[config.mk]
export PLATFORM = sky130hd
export DESIGN_NAME = axis_spi_regfile
export DESIGN_NICKNAME = d
export VERILOG_FILES = /design/src/rtl/axis_spi_regfile.sv
export SDC_FILE = /design/constraint.sdc
export NUM_CORES = 1
export LEC_CHECK = 0
export ABC_AREA = 1
export ABC_CLOCK_PERIOD_IN_PS = 2100
export CAP_MARGIN = 20
export CORE_AREA = 8 8 120 122
export DETAILED_ROUTE_END_ITERATION = 10
export DIE_AREA = 0 0 128 130
export GPL_TIMING_DRIVEN = 0
export HOLD_SLACK_MARGIN = 0.02
export PLACE_DENSITY_LB_ADDON = 0.08
export SLEW_MARGIN = 20
export SYNTH_ARGS = -nofsm -noshare
export SYNTH_HDL_FRONTEND = slang
export SYNTH_SLANG_ARGS = --single-unit
export TNS_END_PERCENT = 30
[constraint.sdc]
create_clock -name clock -period 2.1 [get_ports clock]
set_clock_uncertainty 0.2 [all_clocks]
set_input_delay 0.315 -clock clock [delete_from_list [all_inputs] [get_ports clock]]
set_output_delay 0.315 -clock clock [all_outputs]
set_load 0.02 [all_outputs]
[src/rtl/axis_spi_regfile.sv]
// SPI command-frame decoder driving NREGS 8-bit control registers, with optional
// AXI4-Stream register readback enabled by defining SPI_REGFILE_READBACK_EN.
//
// state | meaning
// IDLE  | waiting for a command byte
// WDATA | writing data bytes at an auto-incrementing address
// RLEN  | waiting for the readback length byte
// READ  | emitting readback bytes on the m-side
// DROP  | discarding the rest of a malformed frame
module axis_spi_regfile #(
  parameter int NREGS = 16,
  parameter int AW    = $clog2(NREGS)
) (
  input  logic                 clock,
  input  logic                 reset,
  input  logic                 s_tvalid,
  output logic                 s_tready,
  input  logic                 s_tlast,
  input  logic [7:0]           s_tdata,
  output logic                 m_tvalid,
  input  logic                 m_tready,
  output logic                 m_tlast,
  output logic [7:0]           m_tdata,
  output logic [NREGS*8-1:0]   regs_o,
  output logic [7:0]           err_count_o
);

  typedef enum logic [2:0] {IDLE, WDATA, RLEN, READ, DROP} state_t;

`ifdef SPI_REGFILE_READBACK_EN
  localparam bit READBACK = 1'b1;
`else
  localparam bit READBACK = 1'b0;
`endif

  // Command bits between the write flag and the address field must be zero.
  localparam logic [7:0] RSVD_MASK = 8'h7F & ~8'((1 << AW) - 1);

  state_t        state, state_nxt;
  logic [7:0]    regs [NREGS];
  logic [AW-1:0] addr;
  logic [7:0]    err_cnt;

  logic s_hs, m_hs, rsvd_bad;
  logic cmd_load, wr_en, err_pulse, rd_start, rd_adv;

  assign s_hs     = s_tvalid & s_tready;
  assign m_hs     = m_tvalid & m_tready;
  assign rsvd_bad = |(s_tdata & RSVD_MASK);

`ifdef SPI_REGFILE_READBACK_EN
  assign s_tready = (state != READ);
`else
  assign s_tready = 1'b1;
`endif

  always_ff @(posedge clock) begin
    if (reset) state <= IDLE;
    else       state <= state_nxt;
  end

  always_comb begin
    state_nxt = state;
    unique case (state)
      IDLE: begin
        if (s_hs) begin
          if (rsvd_bad)        state_nxt = s_tlast ? IDLE : DROP;
          else if (s_tdata[7]) state_nxt = s_tlast ? IDLE : WDATA;
          else if (s_tlast)    state_nxt = IDLE;
          else                 state_nxt = READBACK ? RLEN : DROP;
        end
      end
      WDATA:   if (s_hs && s_tlast) state_nxt = IDLE;
      RLEN:    if (s_hs) state_nxt = s_tlast ? READ : DROP;
      READ:    if (m_hs && m_tlast) state_nxt = IDLE;
      DROP:    if (s_hs && s_tlast) state_nxt = IDLE;
      default: state_nxt = IDLE;
    endcase
  end

  always_comb begin
    cmd_load  = 1'b0;
    wr_en     = 1'b0;
    err_pulse = 1'b0;
    rd_start  = 1'b0;
    rd_adv    = 1'b0;
    unique case (state)
      IDLE: begin
        cmd_load  = s_hs;
        // Read commands are malformed when they end the frame or readback is absent.
        err_pulse = s_hs & (rsvd_bad | (~s_tdata[7] & (s_tlast | ~READBACK)));
      end
      WDATA: wr_en = s_hs;
      RLEN: begin
        rd_start  = s_hs & s_tlast;
        err_pulse = s_hs & ~s_tlast;
      end
      READ:    rd_adv = m_hs & ~m_tlast;
      default: ;
    endcase
  end

  always_ff @(posedge clock) begin
    if (reset) begin
      addr    <= '0;
      err_cnt <= '0;
      for (int i = 0; i < NREGS; i++) regs[i] <= '0;
    end else begin
      if (cmd_load)                  addr <= s_tdata[AW-1:0];
      else if (wr_en || rd_start || rd_adv) addr <= addr + AW'(1);
      if (wr_en) regs[addr] <= s_tdata;
      if (err_pulse && err_cnt != 8'hFF) err_cnt <= err_cnt + 8'd1;
    end
  end

`ifdef SPI_REGFILE_READBACK_EN
  // rd_cnt counts bytes still owed, including the one held in m_tdata.
  logic [8:0] rd_cnt;

  always_ff @(posedge clock) begin
    if (reset) begin
      m_tvalid <= 1'b0;
      m_tlast  <= 1'b0;
      m_tdata  <= '0;
      rd_cnt   <= '0;
    end else if (rd_start) begin
      m_tvalid <= 1'b1;
      m_tdata  <= regs[addr];
      m_tlast  <= (s_tdata == 8'd1);
      rd_cnt   <= (s_tdata == 8'd0) ? 9'd256 : {1'b0, s_tdata};
    end else if (rd_adv) begin
      m_tdata  <= regs[addr];
      m_tlast  <= (rd_cnt == 9'd2);
      rd_cnt   <= rd_cnt - 9'd1;
    end else if (m_hs && m_tlast) begin
      m_tvalid <= 1'b0;
      m_tlast  <= 1'b0;
    end
  end
`else
  assign m_tvalid = 1'b0;
  assign m_tlast  = 1'b0;
  assign m_tdata  = 8'h00;
`endif

  for (genvar k = 0; k < NREGS; k++) begin : g_regs_o
    assign regs_o[8*k +: 8] = regs[k];
  end

  assign err_count_o = err_cnt;

endmodule

After elaboration in Yosys (flattened, before gate mapping)
Memory sizes are Yosys's and may differ from the RTL's.
Index checks and enable logic that the tools add are counted.
Cells by class
  add/sub/neg operators: 2
  multiply operators: 0
  div/mod/pow operators: 0
  magnitude comparators: 0
  equal/unequal tests: 8
  shift operators: 0
  multiplexer cells: 23
  bitwise logic cells: 7
  reduce and logical (&&, ||, !) cells: 9
Operator list (count)
  two-way mux 3 bit: 7
  two-way mux 4 bit: 3
  case mux 3 bit (4 select lines): 1
  two-way mux 1 bit: 10
  adder 8 x 1 -> 8 bit (second input constant): 1
  two-way mux 8 bit: 1
  inequality test 8 bit (second input constant): 1
  OR reduction 8 bit: 1
  equality test 3 x 2 -> 1 bit (second input constant): 2
  adder 4 x 1 -> 4 bit (second input constant): 1
  inequality test 2 bit (second input constant): 2
  AND reduction 4 bit: 1
  AND 1 bit: 3
  equality test 3 x 1 -> 1 bit (second input constant): 1
  equality test 3 bit (second input constant): 1
  logical NOT 3 bit: 1
  NOT 1 bit: 3
  OR reduction 3 bit: 1
  logical AND 1 bit: 2
  inequality test 2 x 1 -> 1 bit (second input constant): 1
  case mux 1 bit (2 select lines): 1
  nonzero test 2 bit: 1
  OR reduction 2 bit: 1
  logical OR 1 bit: 1
  OR 1 bit: 1
Word-level totals
  register bits: 15
  bits in latches: 0
  RAM bits: 128
  bits in read-only memories: 0
  output and inout bits: 147
  logic and storage cells: 53
  memories: 1
Memories
  regs: words 16, width 8, read ports 16, clocked after memory_dff 0, write ports 16, line 40  | logic [7:0] regs [NREGS];

Depth between registers and ports, before layout
  depth after elaboration: 7
  gate-level depth with buffers: 9
  gate-level depth less buffers: 9

Least setup slack after synthesis
OpenSTA, ideal clock, no wires.
  path kind: reg-to-reg
  start point: register addr[2]
  end point: memory regs[1][0], enable pin
  arrival: 1.321 ns
  setup slack: 0.250 ns
  stages on the path, launching flop included: 5
  buffers on the path: 1
  period minus slack after synthesis: 1.850 ns
  cell sequence: dfxtp_1 > buf_2 > nor2_1 > nand2_4 > nand2_1
RTL lines
  from (decl): line 41  | logic [AW-1:0] addr;
  from (signal assigned): line 109  | if (cmd_load) addr <= s_tdata[AW-1:0];
  from (signal assigned): line 110  | else if (wr_en || rd_start || rd_adv) addr <= addr + AW'(1);
  to (decl): line 40

Worst setup path in the final report
  start point: register err_cnt[5] (netlist: err_count_o[5])
  end point: output port err_count_o[5]
RTL lines
  from (decl): line 42  | logic [7:0] err_cnt;
  from (signal assigned): line 112  | if (err_pulse && err_cnt != 8'hFF) err_cnt <= err_cnt + 8'd1;
  to (decl): line 25  | output logic [7:0] err_count_o
No word-level cell between the ends.

==> results.md <==
* Number of global-route vias before repair at just over 4k
* TritonCTS clock tree: done
* Critical path, cell by cell: clkdlybuf4s50_1
* Post-DP HPWL at around 10000 um
* CP peak stage delay at 640 ps
* Routed wire per std cell at 16.7 um
* Antenna violation net count after detailed routing at 0
* Total negative slack at 0 ps
* Sw Share at 25.7%
* Count leader, synth: nor2_1
* Hold Crit Class: reg -> reg
* Primary FF master, synth: edfxtp_1
* Sw Pwr at 1.94 mW
* Clock buffer depth at 2
* Reg2reg path depth at 4
* Clock share of power at 42.3%
* Initial drt markers at about 300
* Die Wd at 128 um
* Area contributors post-synth: edfxtp_1 (66%), nor2_1 (10%), dfxtp_1 (5.2%)
* CTS Buf Count at 17
* Worst EP arrival at between 1000 and 1500 ps
* First-pass GRT wire length at about 22000 um
* Starting density of the core at 46.9%
* Port bufs at approximately 150
* Number of max-cap violations at 0
* RR Endpoint: regs[1][1]
* Most common library cells after synthesis: nor2_1 (156), edfxtp_1 (128), nand2_1 (69)
* H-Tree Depth at 4
* Setup slack, reg-to-reg at ~160 ps
* Critical Path Start Type: register
* Die height at 130 um
* Final Power at ~7.6 mW
* GPL Wtd Cong at 0.855
* Layout Area Growth over Synthesis at 43.0%
* Synth cell types at 22
* Total GRT Usage at ~18%
* CP max FO at 6
* Worst-margin pin slew at 768 ps
* Clock Tree Root: clkbuf_16
* Leakage at 3.50 nW
* Final number of hold-violating endpoints at 0
* Warnings, synthesis at 0
* Final setup fails at 0
* WL final at 14500 um
* Cell taking the most area after synthesis: edfxtp_1
* Register area share after synthesis at 71.1%
* Core area at 0.0124 mm^2
* I/O pin count at 160
* Antenna cells at 0
* RSZ-0062 raised after global routing: false
* Slew margin rel. at 48.8%
* Avg Synthesized Cell Area at roughly 12 um^2
* Hold Path Depth at 2
* CP Capture Type: primary output
* Fin util at 67.1%
* Initial antenna violation count at 0
* Clock slew at reported path FFs at roughly 60 ps
* Required @ worst endpoint at 1580 ps
* Share of layout cells above drive strength 1 at about 14%
* DRC Markers at 0
* Die area at 0.0166 mm^2
* Buf/Inv on CP at 1
* Largest net degree at the start of global routing at 17
* Post-synth top area share at 66.0%
* Vias at just over 4k
* Slowest cell on crit path: clkdlybuf4s50_1
* Clock tree sinks at 143
* Seq pwr share at 43.9%
* Synth Cell Area at 0.00583 mm^2
* Num rows at 41
* Asr flop ratio synth at 0%
* Vias/cell at 4.71
* Hold Path End: addr[1]
* Final net count at 704
* RR Startpoint: addr[2]
* Total gr overflow at 0
* Fin crit share at a little over nine tenths
* Status: finished clean
* Syn Inst Count at between 500 and 600
* Post-synth EDFFs at between 100 and 150
* Final min period at 2000 ps
* DR pass1 iterations at 5
* Internal Power at 5.62 mW
* Slew Viols, Final at 0
* Synth Register Bits at ~140
* Comb pwr share at 13.8%
* Crit Path Class: reg -> out
* Clock Latency Late Sink at 410 ps
* Hold path start: addr[1]
* Worst-case vdd ir drop at 0.464 mV
* F_max at 0.501 GHz
* Pwr/cell area at 907 mW/mm^2
* Worst path top cell family by delay: buffers and inverters
cells in the final DEF (no fill, tap or decap), types with 5 or more instances in the layout:
cell type / count
nand2_4: 16
clkbuf_16: 17
inv_1: 40
clkbuf_1: 8
nand2_1: 53
nor2_1: 156
edfxtp_1: 128
dfxtp_1: 15
ha_1: 5
conb_1: 11
nand2_2: 16
o21ai_0: 5
nor2_2: 7
nand3_1: 18
buf_4: 15
a21oi_1: 9
clkdlybuf4s50_1: 147
sequential cells by signal (all words and copies together), names as in the netlist:
register,flops
state,3
addr,4
regs,128
err_count_o,8
metal layers:
layer  wire length [um]  global-route usage, %
met1               5760                   19.4
met2               7440                   31.0
met3               1160                   6.41
met4                187                   6.08
met5                  0                      0
cell families after synthesis:
logic type                 share of synthesized area, %
AOI/OAI and AO/OA                                  1.20
other                                             0.129
and+or+nand+nor                                    21.1
buffers and inverters                              5.05
xor gates and xnor gates                          0.301
adders and majority gates                          1.07
DFF                                                71.1
cell type report:
| type | count | area, um^2 |
|---|---|---|
| buffer | 23 | 135 |
| clock inverter | 15 | 209 |
| sequential | 143 | 4140 |
| clock buffer | 17 | 425 |
| timing repair buffer | 154 | 1570 |
| fill | 975 | 4080 |
| tap | 172 | 215 |
| multi-input combinational | 304 | 1460 |
| inverter | 43 | 165 |
per-stage QoR:
stage,std cells,setup slack (ps),instance area (um^2),hold slack (ps)
final,871,104,8330,326
after CTS,864,-97.9,8200,329
after detailed placement,832,-525,7550,319
after floorplan,513,250,5860,184
after global routing,871,20.6,8330,344
after global placement,832,-509,7550,319
how the worst max path moves through the flow:
stage / from / end / slack [ps] / cells after the start
6_report: err_count_o[5] / err_count_o[5] / 100 / 1
5_1_grt: reset / regs[1][1] / 20 / 7
4_1_cts: reset / regs[1][1] / -100 / 6
3_5_place_dp: reset / regs[1][5] / -530 / 6
3_3_place_gp: reset / regs[1][6] / -510 / 6
2_1_floorplan: addr[2] / regs[1][0] / 250 / 4
power by group through the flow:
stage	clock, mW	combinational (mW)	sequential [mW]
floorplan	0	0.509	3.50
global placement	0	1.00	3.38
detailed placement	0	1.02	3.38
CTS	3.23	1.03	3.32
global route	3.36	1.14	3.33
finish	3.20	1.04	3.32
timing repair:
action / 4_1_cts / 5_1_grt
hold buffers: 0 / 0
buffers inserted: 0 / 7
gates resized for setup: 8 / 11
setup endpoints to repair: 128 / 128
pin swaps: 0 / 4
Power figures use the tool's default switching activity.
